==> src/rtl/spi_avalon_master.sv <==
// spi_avalon_master
// Turns one Avalon-style command (single 32-bit read or write) into a
// mode-0 SPI frame. The frame is an 8-bit header {write, 3'b000, byte_enable},
// then the 32-bit address, then a 32-bit data phase, all MSB first.
//
// Ports
//   clk, rst             clock; synchronous active-high reset
//   cmd_valid/cmd_ready  command handshake (ready only in IDLE)
//   cmd_write            1 = write, 0 = read
//   cmd_address          32-bit address
//   cmd_write_data       32-bit write payload
//   cmd_byte_enable      4 byte lanes
//   rsp_valid            one-cycle completion pulse
//   rsp_read_data        read word (0 after a write), held until next rsp_valid
//   busy                 high whenever the FSM is not in IDLE
//   spi_clk, csn, mosi   SPI master outputs
//   miso                 SPI master input (asynchronous, synchronized here)
//
// State table
//   state      | meaning
//   IDLE       | waiting for a command, cmd_ready high
//   CS_SETUP   | csn low, spi_clk low, first frame bit already on mosi
//   SHIFT_HDR  | 40 bit periods: header + address
//   TURN       | read turnaround, spi_clk low, mosi 0
//   SHIFT_DATA | 32 bit periods: write data out / read data in
//   CS_HOLD    | csn still low, spi_clk low
//   CS_HIGH    | csn high, rsp_valid in its first cycle
module spi_avalon_master #(
    parameter int CLK_DIV     = 4,
    parameter int TURN_CYCLES = 16,
    parameter int CS_GAP      = 2
) (
    input  logic        clk,
    input  logic        rst,
    input  logic        cmd_valid,
    output logic        cmd_ready,
    input  logic        cmd_write,
    input  logic [31:0] cmd_address,
    input  logic [31:0] cmd_write_data,
    input  logic [3:0]  cmd_byte_enable,
    output logic        rsp_valid,
    output logic [31:0] rsp_read_data,
    output logic        busy,
    output logic        spi_clk,
    output logic        csn,
    output logic        mosi,
    input  logic        miso
);

    localparam int DIV_W  = $clog2(CLK_DIV);
    localparam int TURN_W = $clog2(TURN_CYCLES + 1);
    localparam int GAP_W  = $clog2(CS_GAP + 1);

    localparam logic [DIV_W-1:0]  DIV_LOAD  = DIV_W'(CLK_DIV - 1);
    localparam logic [TURN_W-1:0] TURN_LOAD = TURN_W'(TURN_CYCLES - 1);
    localparam logic [GAP_W-1:0]  GAP_LOAD  = GAP_W'(CS_GAP - 1);
    // CS_HIGH plus the following IDLE (acceptance) cycle together give the
    // CS_GAP cycles of csn high, so CS_HIGH itself lasts CS_GAP-1 cycles
    // (never less than the single rsp_valid cycle).
    localparam logic [GAP_W-1:0]  HIGH_LOAD = GAP_W'((CS_GAP > 1) ? CS_GAP - 2 : 0);

    typedef enum logic [2:0] {
        IDLE,
        CS_SETUP,
        SHIFT_HDR,
        TURN,
        SHIFT_DATA,
        CS_HOLD,
        CS_HIGH
    } state_t;

    state_t             r_state;
    state_t             w_state_next;
    logic [71:0]        r_shift;
    logic               r_write;
    logic [6:0]         r_bits;
    logic [DIV_W-1:0]   r_div;
    logic               r_phase;
    logic [TURN_W-1:0]  r_turn;
    logic [GAP_W-1:0]   r_gap;
    logic               r_miso_meta;
    logic               r_miso_sync;
    logic [31:0]        r_rd_shift;
    logic               r_rsp_valid;
    logic [31:0]        r_rsp_read_data;

    logic               w_shifting;
    logic               w_bit_end;
    logic               w_last_bit;

    assign w_shifting = (r_state == SHIFT_HDR) || (r_state == SHIFT_DATA);
    // r_phase: 0 = low half of the bit period, 1 = high half
    assign w_bit_end  = (r_div == '0) && r_phase;
    assign w_last_bit = w_bit_end && (r_bits == 7'd0);

    always_ff @(posedge clk) begin
        if (rst) begin
            r_state <= IDLE;
        end else begin
            r_state <= w_state_next;
        end
    end

    always_comb begin
        w_state_next = r_state;
        case (r_state)
            IDLE:       if (cmd_valid)       w_state_next = CS_SETUP;
            CS_SETUP:   if (r_gap == '0)     w_state_next = SHIFT_HDR;
            SHIFT_HDR:  if (w_last_bit)      w_state_next = r_write ? SHIFT_DATA : TURN;
            TURN:       if (r_turn == '0)    w_state_next = SHIFT_DATA;
            SHIFT_DATA: if (w_last_bit)      w_state_next = CS_HOLD;
            CS_HOLD:    if (r_gap == '0)     w_state_next = CS_HIGH;
            CS_HIGH:    if (r_gap == '0)     w_state_next = IDLE;
            default:                         w_state_next = IDLE;
        endcase
    end

    always_ff @(posedge clk) begin
        if (rst) begin
            r_shift         <= '0;
            r_write         <= 1'b0;
            r_bits          <= '0;
            r_div           <= '0;
            r_phase         <= 1'b0;
            r_turn          <= '0;
            r_gap           <= '0;
            r_miso_meta     <= 1'b0;
            r_miso_sync     <= 1'b0;
            r_rd_shift      <= '0;
            r_rsp_valid     <= 1'b0;
            r_rsp_read_data <= '0;
        end else begin
            r_miso_meta <= miso;
            r_miso_sync <= r_miso_meta;
            r_rsp_valid <= 1'b0;
            case (r_state)
                IDLE: begin
                    if (cmd_valid) begin
                        r_write    <= cmd_write;
                        // read frames carry zeros in the data phase
                        r_shift    <= {cmd_write, 3'b000, cmd_byte_enable, cmd_address,
                                       cmd_write ? cmd_write_data : 32'd0};
                        r_gap      <= GAP_LOAD;
                        r_rd_shift <= '0;
                    end
                end
                CS_SETUP: begin
                    if (r_gap == '0) begin
                        r_bits  <= 7'd39;
                        r_div   <= DIV_LOAD;
                        r_phase <= 1'b0;
                    end else begin
                        r_gap <= r_gap - GAP_W'(1);
                    end
                end
                SHIFT_HDR, SHIFT_DATA: begin
                    if (r_div != '0) begin
                        r_div <= r_div - DIV_W'(1);
                    end else begin
                        r_div   <= DIV_LOAD;
                        r_phase <= !r_phase;
                        // spi_clk rises on this edge: capture miso
                        if (!r_phase && (r_state == SHIFT_DATA)) begin
                            r_rd_shift <= {r_rd_shift[30:0], r_miso_sync};
                        end
                        // end of bit period: next bit onto mosi while spi_clk goes low
                        if (r_phase) begin
                            r_shift <= {r_shift[70:0], 1'b0};
                            if (r_bits != 7'd0) begin
                                r_bits <= r_bits - 7'd1;
                            end else if (r_state == SHIFT_HDR) begin
                                r_bits <= 7'd31;
                                r_turn <= TURN_LOAD;
                            end else begin
                                r_gap <= GAP_LOAD;
                            end
                        end
                    end
                end
                TURN: begin
                    if (r_turn != '0) begin
                        r_turn <= r_turn - TURN_W'(1);
                    end
                end
                CS_HOLD: begin
                    if (r_gap == '0) begin
                        r_rsp_valid     <= 1'b1;
                        r_rsp_read_data <= r_write ? 32'd0 : r_rd_shift;
                        r_gap           <= HIGH_LOAD;
                    end else begin
                        r_gap <= r_gap - GAP_W'(1);
                    end
                end
                CS_HIGH: begin
                    if (r_gap != '0) begin
                        r_gap <= r_gap - GAP_W'(1);
                    end
                end
                default: ;
            endcase
        end
    end

    assign cmd_ready     = (r_state == IDLE) && !rst;
    assign busy          = (r_state != IDLE);
    assign csn           = (r_state == IDLE) || (r_state == CS_HIGH);
    assign spi_clk       = w_shifting && r_phase;
    assign mosi          = ((r_state == CS_SETUP) || w_shifting) ? r_shift[71] : 1'b0;
    assign rsp_valid     = r_rsp_valid;
    assign rsp_read_data = r_rsp_read_data;

endmodule
==> config.mk <==
export PLATFORM = sky130hd
export DESIGN_NAME = spi_avalon_master
export DESIGN_NICKNAME = d
export VERILOG_FILES = /design/src/rtl/spi_avalon_master.sv
export SDC_FILE = /design/constraint.sdc
export NUM_CORES = 1
export LEC_CHECK = 0
export CAP_MARGIN = 30
export CORE_MARGIN = 2
export CORE_UTILIZATION = 40
export CTS_CLUSTER_DIAMETER = 200
export DETAILED_ROUTE_END_ITERATION = 8
export HOLD_SLACK_MARGIN = 0.06
export PLACE_DENSITY = 0.66
export SLEW_MARGIN = 20
export SYNTH_ARGS = -nofsm -noshare
export SYNTH_HDL_FRONTEND = slang
export SYNTH_SLANG_ARGS = --single-unit
==> constraint.sdc <==
create_clock -name clk -period 2.09 [get_ports clk]
set_clock_uncertainty 0.05 [all_clocks]
set_input_delay 0.209 -clock clk [delete_from_list [all_inputs] [get_ports clk]]
set_output_delay 0.209 -clock clk [all_outputs]
set_load 0.02 [all_outputs]
==> run_results.csv, run 1 <==
group,metric,value,unit
outcome,status,"finished clean",
sta,max-slew-margin-rel,58.5,%
global_route,antenna_found_initial,0,
worst_setup_path,cp.arrival,2290,ps
place,dp_hpwl,10.1,mm
clocking,root_buffer,"clkbuf_16",
clocking,numCtsBuffers,17,
floorplanning,fp.dieW,134,um
floorplanning,core-area,16600,um2
global_route,grt_use_total,17.6,%
synthesis,syn-num-nets,889,
synthesis,yosysWarnings,0,
global_route,overflow,0,
worst_setup_path,end_kind,"register",
power_and_ir_drop,total_leakage_power,3.25,nW
synthesis,synth_compound_area_share,21.4,%
clocking,clock-sinks,160,
synthesis,yosysTopAreaCellShare,47.1,%
synthesis,synth.yosys.seq_area_share,47.1,%
worst_setup_path,cp-startpoint,"r_turn[1]",
drt,routed.top_layer,"met4",
sta,fin_crit_sh,97.5,%
drt,routed_via_density,5.33,
global_route,grt_pass1_vias,5602,
worst_setup_path,path_max_fanout,2,
sta,max_freq,491,MHz
synthesis,syn_area_per_cell,8.40,um2
synthesis,synthAdderAreaFrac,1.29,%
sta,tightest_slew,623,ps
clocking,cts_tree,"yes",
floorplanning,io_pins,111,
synthesis,synthMuxAreaShare,0.608,%
floorplanning,num_rows,47,
floorplanning,dieArea,18000,um2
synthesis,synth_edf_count,0,
sta,min_period,2040,ps
finish,nets,992,
synthesis,yosys.area_share.xor_xnor,0.258,%
drt,drt_iter0_drc,415,
power_and_ir_drop,ir_worst_vdd,0.000644,V
drt,drc_errors,0,
finish,n_antenna_cell,0,
synthesis,yosys-top-cells-area,"dfxtp_1 47%, a311oi_1 8.9%, nand2_1 8.5%",
clocking,cts_max_path_buffers,2,
synthesis,ys_seq_elements,160,
drt,drt_wl_total,15.8,mm
worst_setup_path,r2r-start,"r_turn[1]",
finish,flow.area_growth_from_synthesis,31.3,%
sta,setup_violations,0,
synthesis,syn_inst,809,
synthesis,synthSimpleGateAreaFrac,23.5,%
worst_setup_path,critPathLaunchType,"register",
clocking,worst_skew_pair.late_latency,420,ps
synthesis,synth_area,6800,um2
drt,ant_nets,0,
place,pre_cts_ws,45.4,ps
drt,wl_per_cell,13.8,um
place,port_buffers,110,
drt,wl_met1,7.86,mm
floorplanning,start_util,41.0,%
worst_hold_path,hp-class,"in2reg",
synthesis,synth_most_common_cell,"dfxtp_1",
global_route,grt_max_degree,76,
synthesis,synth_async_sr_flop_share,0,%
clocking,cts_max_level,4,
drt,dr.pass1.iters,5,
worst_setup_path,required,2350,ps
synthesis,synth_top_family_by_area,"simple AND/OR/NAND/NOR gates",
global_route,grt_pass1_wl,26.6,mm
finish,num-fill-cells,1563,
sta,slew_violations,0,
floorplanning,die_height,134,um
worst_setup_path,critical_path_class,"reg2reg",
clocking,path_clk_slew,60,ps
synthesis,synthFlopType,"dfxtp_1",
power_and_ir_drop,power_density,1370,nW/um2
sta,setup_slack,51.7,ps
run,cap_violations,0,
worst_hold_path,min-delay-start,"rst",
finish,drive_gt1_share,12.1,%
drt,wl_met2,7.01,mm
synthesis,netlist-cell-type-count,62,
worst_setup_path,r2r_slack,50,ps
clocking,cts_hold_buf,0,
drt,num_vias,6102,
sta,hold_viol,0,
synthesis,yosysTopAreaCell,"dfxtp_1",
power_and_ir_drop,power,0.0123,W
place,routabilityCongestion,0.841,
drt,route.met3.wl,794,um
synthesis,yosys-top-cells-count,"160 x dfxtp_1, 154 x nand2_1, 81 x nor2_1",
## through the flow
step	instance area (um2)	instances	hold slack, ps	util [%]	setup TNS [ps]
finish	8920	1145	228	53.8	0
global route	8920	1145	240	53.8	-34.0
CTS	8870	1144	213	53.5	0
detailed placement	8330	1112	379	50.2	0
global placement	8330	1112	367	50.2	0
floorplan	6800	809	287	-	0
## cells by family (layout without fill, tap and decap cells)
kind of cell | count (synthesis) | count (layout)
AO/OA/AOI/OAI | 190 | 190
XOR/XNOR | 2 | 2
adder cells (fa/ha/maj) | 7 | 7
buffers and inverters | 90 | 206
flip-flops | 160 | 160
multiplexers | 4 | 4
AND/OR/NAND/NOR | 356 | 356
## worst paths after layout
kind | to | depth (start not counted)
setup / recovery | r_state[1] | 6
hold reg to reg | r_miso_sync | 1
setup reg to reg | r_state[1] | 6
hold / removal | r_turn[4] | 4
## layer usage
metal | vias up | track usage [%]
li1 | 3101 | -
met5 | - | 0
met3 | 18 | 3.63
met2 | 164 | 27.1
met1 | 2819 | 25.1
met4 | 0 | 4.91
## placed cells by master (no fill, tap or decap), types with 3 or more instances in the layout
| cell type | count |
|---|---|
| o21ai_0 | 7 |
| a221oi_1 | 3 |
| a22o_1 | 32 |
| clkinv_4 | 3 |
| nand2b_1 | 7 |
| nand3_1 | 72 |
| mux2i_1 | 3 |
| buf_4 | 40 |
| a211oi_1 | 5 |
| clkinv_2 | 3 |
| inv_1 | 11 |
| a21oi_1 | 43 |
| o21a_1 | 3 |
| clkinvlp_4 | 5 |
| clkdlybuf4s50_1 | 105 |
| dfxtp_1 | 158 |
| buf_12 | 8 |
| a311oi_1 | 69 |
| and3b_1 | 3 |
| nor2b_1 | 6 |
| clkbuf_16 | 17 |
| nor2_1 | 80 |
| nand2_1 | 153 |
| nand3b_1 | 3 |
| o22ai_1 | 4 |
| ha_1 | 5 |
| nor3_1 | 9 |
| buf_6 | 3 |
## registers in the layout, summed over array words and instances, names as in the netlist, 2 cells and up
| signal | flops |
|---|---|
| r_div | 2 |
| r_bits | 7 |
| rsp_read_data | 32 |
| r_gap | 2 |
| r_rd_shift | 32 |
| r_state | 3 |
| r_turn | 5 |
| r_shift | 72 |
## final cells by class
cell class / instances / area [um2] / area share (%)
tap: 220 / 275 / 3.09
multi-input combinational: 559 / 3270 / 36.7
timing repair buffer: 160 / 1570 / 17.6
inverter: 14 / 52.6 / 0.589
clock buffer: 20 / 457 / 5.12
sequential: 160 / 3210 / 35.9
clock inverter: 12 / 87.6 / 0.982
## worst max-delay path, stage by stage (launching register included)
cell and delay, ps:
dfxtp_2 320, inv_2 90, ha_4 140, or4b_4 450, and3_4 160, or4_4 410, o31a_1 300
## power breakdown
| part | switching, W | internal (W) | total [W] |
|---|---|---|---|
| logic | 0.00292 | 0.00218 | 0.00509 |
| registers | 0.000480 | 0.00387 | 0.00435 |
| clock network | 0.00124 | 0.00158 | 0.00282 |
| total | 0.00464 | 0.00763 | 0.0123 |
## what timing repair did
item                       in CTS  in global routing
gates resized for setup         6                 17
setup endpoints to repair       4                 58
pin swaps                       0                  3
buffers inserted                0                  1
No activity file was read; power rests on OpenSTA's default activity.
==> inputs of run 2 (changes only) <==
--- a/config.mk
+++ b/config.mk
@@ -8,6 +8,7 @@
 export CAP_MARGIN = 30
 export CORE_MARGIN = 2
 export CORE_UTILIZATION = 40
+export CTS_BUF_LIST = sky130_fd_sc_hd__clkbuf_16
 export CTS_CLUSTER_DIAMETER = 200
 export DETAILED_ROUTE_END_ITERATION = 8
 export HOLD_SLACK_MARGIN = 0.06
==> run_results.csv, run 2 (synthesis gave the netlist of run 1 again) <==
group,metric,value,unit
finish,flow.area_growth_from_synthesis,31.1,%
worst_setup_path,r2r_slack,50,ps
worst_setup_path,path_max_fanout,2,
finish,n_antenna_cell,0,
drt,num_vias,6121,
drt,dr.pass1.iters,4,
global_route,antenna_found_initial,0,
power_and_ir_drop,switching_power,0.00462,W
drt,drt_wl_total,15.7,mm
sta,finalSetupTns,0,ps
drt,drt_iter0_drc,452,
worst_hold_path,hp-class,"in2reg",
clocking,root_buffer,"clkbuf_16",
global_route,grt_pass1_vias,5608,
place,port_buffers,110,
global_route,grt_max_degree,76,
clocking,worst_skew_pair.late_latency,410,ps
finish,drive_gt1_share,11.8,%
sta,slew_violations,0,
worst_hold_path,holdPathStages,4,
power_and_ir_drop,switching_share,37.9,%
finish,nets,992,
sta,hold_viol,0,
power_and_ir_drop,power_density,1370,nW/um2
worst_hold_path,hold_end,"r_turn[4]",
global_route,grt_use_total,17.7,%
floorplanning,fp.dieW,134,um
finish,layout_common_cells,"158 x dfxtp_1, 153 x nand2_1, 105 x clkdlybuf4s50_1, 80 x nor2_1, 72 x nand3_1",
drt,ant_nets,0,
floorplanning,die_height,134,um
clocking,numCtsBuffers,17,
power_and_ir_drop,combPwrFrac,41.7,%
sta,min_period,2040,ps
place,routabilityCongestion,0.841,
floorplanning,dieArea,18000,um2
clocking,cts_max_path_buffers,2,
clocking,clock-sinks,160,
power_and_ir_drop,total_leakage_power,3.24,nW
worst_setup_path,worst_r2r_endpoint,"r_state[1]",
place,dpl_cell_area,8330,um2
run,cap_violations,0,
worst_setup_path,required,2340,ps
outcome,status,"finished clean",
finish,largest_reg_flops,72,
sta,max-slew-margin-rel,58.9,%
finish,stdcell_area,8910,um2
finish,num-fill-cells,1564,
place,dp_hpwl,10.1,mm
global_route,grt_pass1_wl,26.6,mm
drt,routed_via_density,5.35,
worst_setup_path,cp.arrival,2290,ps
worst_setup_path,end_kind,"register",
clocking,path_clk_slew,60,ps
sta,max_freq,491,MHz
sta,tightest_slew,616,ps
power_and_ir_drop,intPower,0.00755,W
power_and_ir_drop,pwr-share-clk,22.5,%
clocking,cts_max_level,4,
worst_setup_path,critPathLaunchType,"register",
floorplanning,start_util,41.0,%
power_and_ir_drop,ir_worst_vdd,0.000642,V
floorplanning,core-area,16600,um2
finish,top_register,"r_shift",
power_and_ir_drop,seq_power_share,35.8,%
clocking,cts_hold_buf,0,
floorplanning,io_pins,111,
sta,fin_crit_sh,97.5,%
drt,wl_per_cell,13.8,um
worst_setup_path,r2r_cells,6,
finish,final_common_cell,"dfxtp_1",
worst_hold_path,min-delay-start,"rst",
drt,drc_errors,0,
worst_setup_path,r2r-start,"r_turn[1]",
worst_setup_path,critical_path_class,"reg2reg",
sta,setup_violations,0,
floorplanning,num_rows,47,
finish,postLayoutCoreUtil,53.7,%
global_route,overflow,0,
clocking,cts_tree,"yes",
==> run 2: cell types whose count changed in the layout (fill, tap and decap cells not counted) <==
cell	before	now
clkbuf_1	1	0
clkbuf_2	2	1
clkbuf_8	2	0
clkdlybuf4s15_1	0	1
clkinv_1	1	3
inv_1	11	12
==> run 2: through the flow <==
stage	std cells	setup slack [ps]	power, W	hold WS [ps]
after floorplan	809	-0.000666	0.00777	287
after global placement	1112	73.2	0.00933	367
after detailed placement	1112	45.4	0.00939	379
after CTS	1144	20.0	0.0121	215
after global routing	1145	-16.7	0.0131	243
final	1145	51.5	0.0122	230
==> run 2: worst max-delay path by stage <==
stage	startpoint	cells after the start	slack [ps]	end
finish	r_turn[1]	6	50	r_state[1]
global route	r_turn[1]	6	-20	r_state[1]
CTS	r_state[1]	6	20	r_shift[35]
detailed placement	r_bits[0]	7	50	r_turn[1]
global placement	r_bits[0]	7	70	r_turn[1]
floorplan	r_gap[0]	9	-0.0007	r_bits[6]
==> run 2: power groups by stage <==
| stage | registers (W) | logic, W | clock network, W |
|---|---|---|---|
| floorplan | 0.00426 | 0.00351 | 0 |
| global placement | 0.00438 | 0.00495 | 0 |
| detailed placement | 0.00438 | 0.00501 | 0 |
| CTS | 0.00434 | 0.00500 | 0.00280 |
| global route | 0.00446 | 0.00572 | 0.00294 |
| finish | 0.00435 | 0.00508 | 0.00274 |
==> run 2: repair_timing <==
action | CTS | global route
setup endpoints to repair | 4 | 58
pin swaps | 0 | 3
gates resized for setup | 6 | 16
buffers inserted | 0 | 1
endpoints found under the hold margin | 0 | 0
==> run 2: layout make-up <==
class	count	area, um2	area share [%]
Clock buffer	17	425	4.78
Clock inverter	15	98.8	1.11
Inverter	14	52.6	0.590
Multi-Input combinational cell	559	3270	36.7
Sequential cell	160	3210	36.0
Tap cell	220	275	3.09
Timing Repair Buffer	160	1580	17.7
==> run 2: worst max-delay path, stage by stage (launching register included) <==
cell and delay [ps]:
dfxtp_2 320, inv_2 90, ha_4 140, or4b_4 450, and3_4 160, or4_4 410
o31a_1 300
==> run 2: per-layer routing <==
layer  vias to the layer above  GRT usage (%)  wire length, um
li1                       3107              -                -
met1                      2843           25.3             7880
met2                       155           27.1             6980
met3                        16           3.51              720
met4                         0           4.74              162
met5                         -              0                0
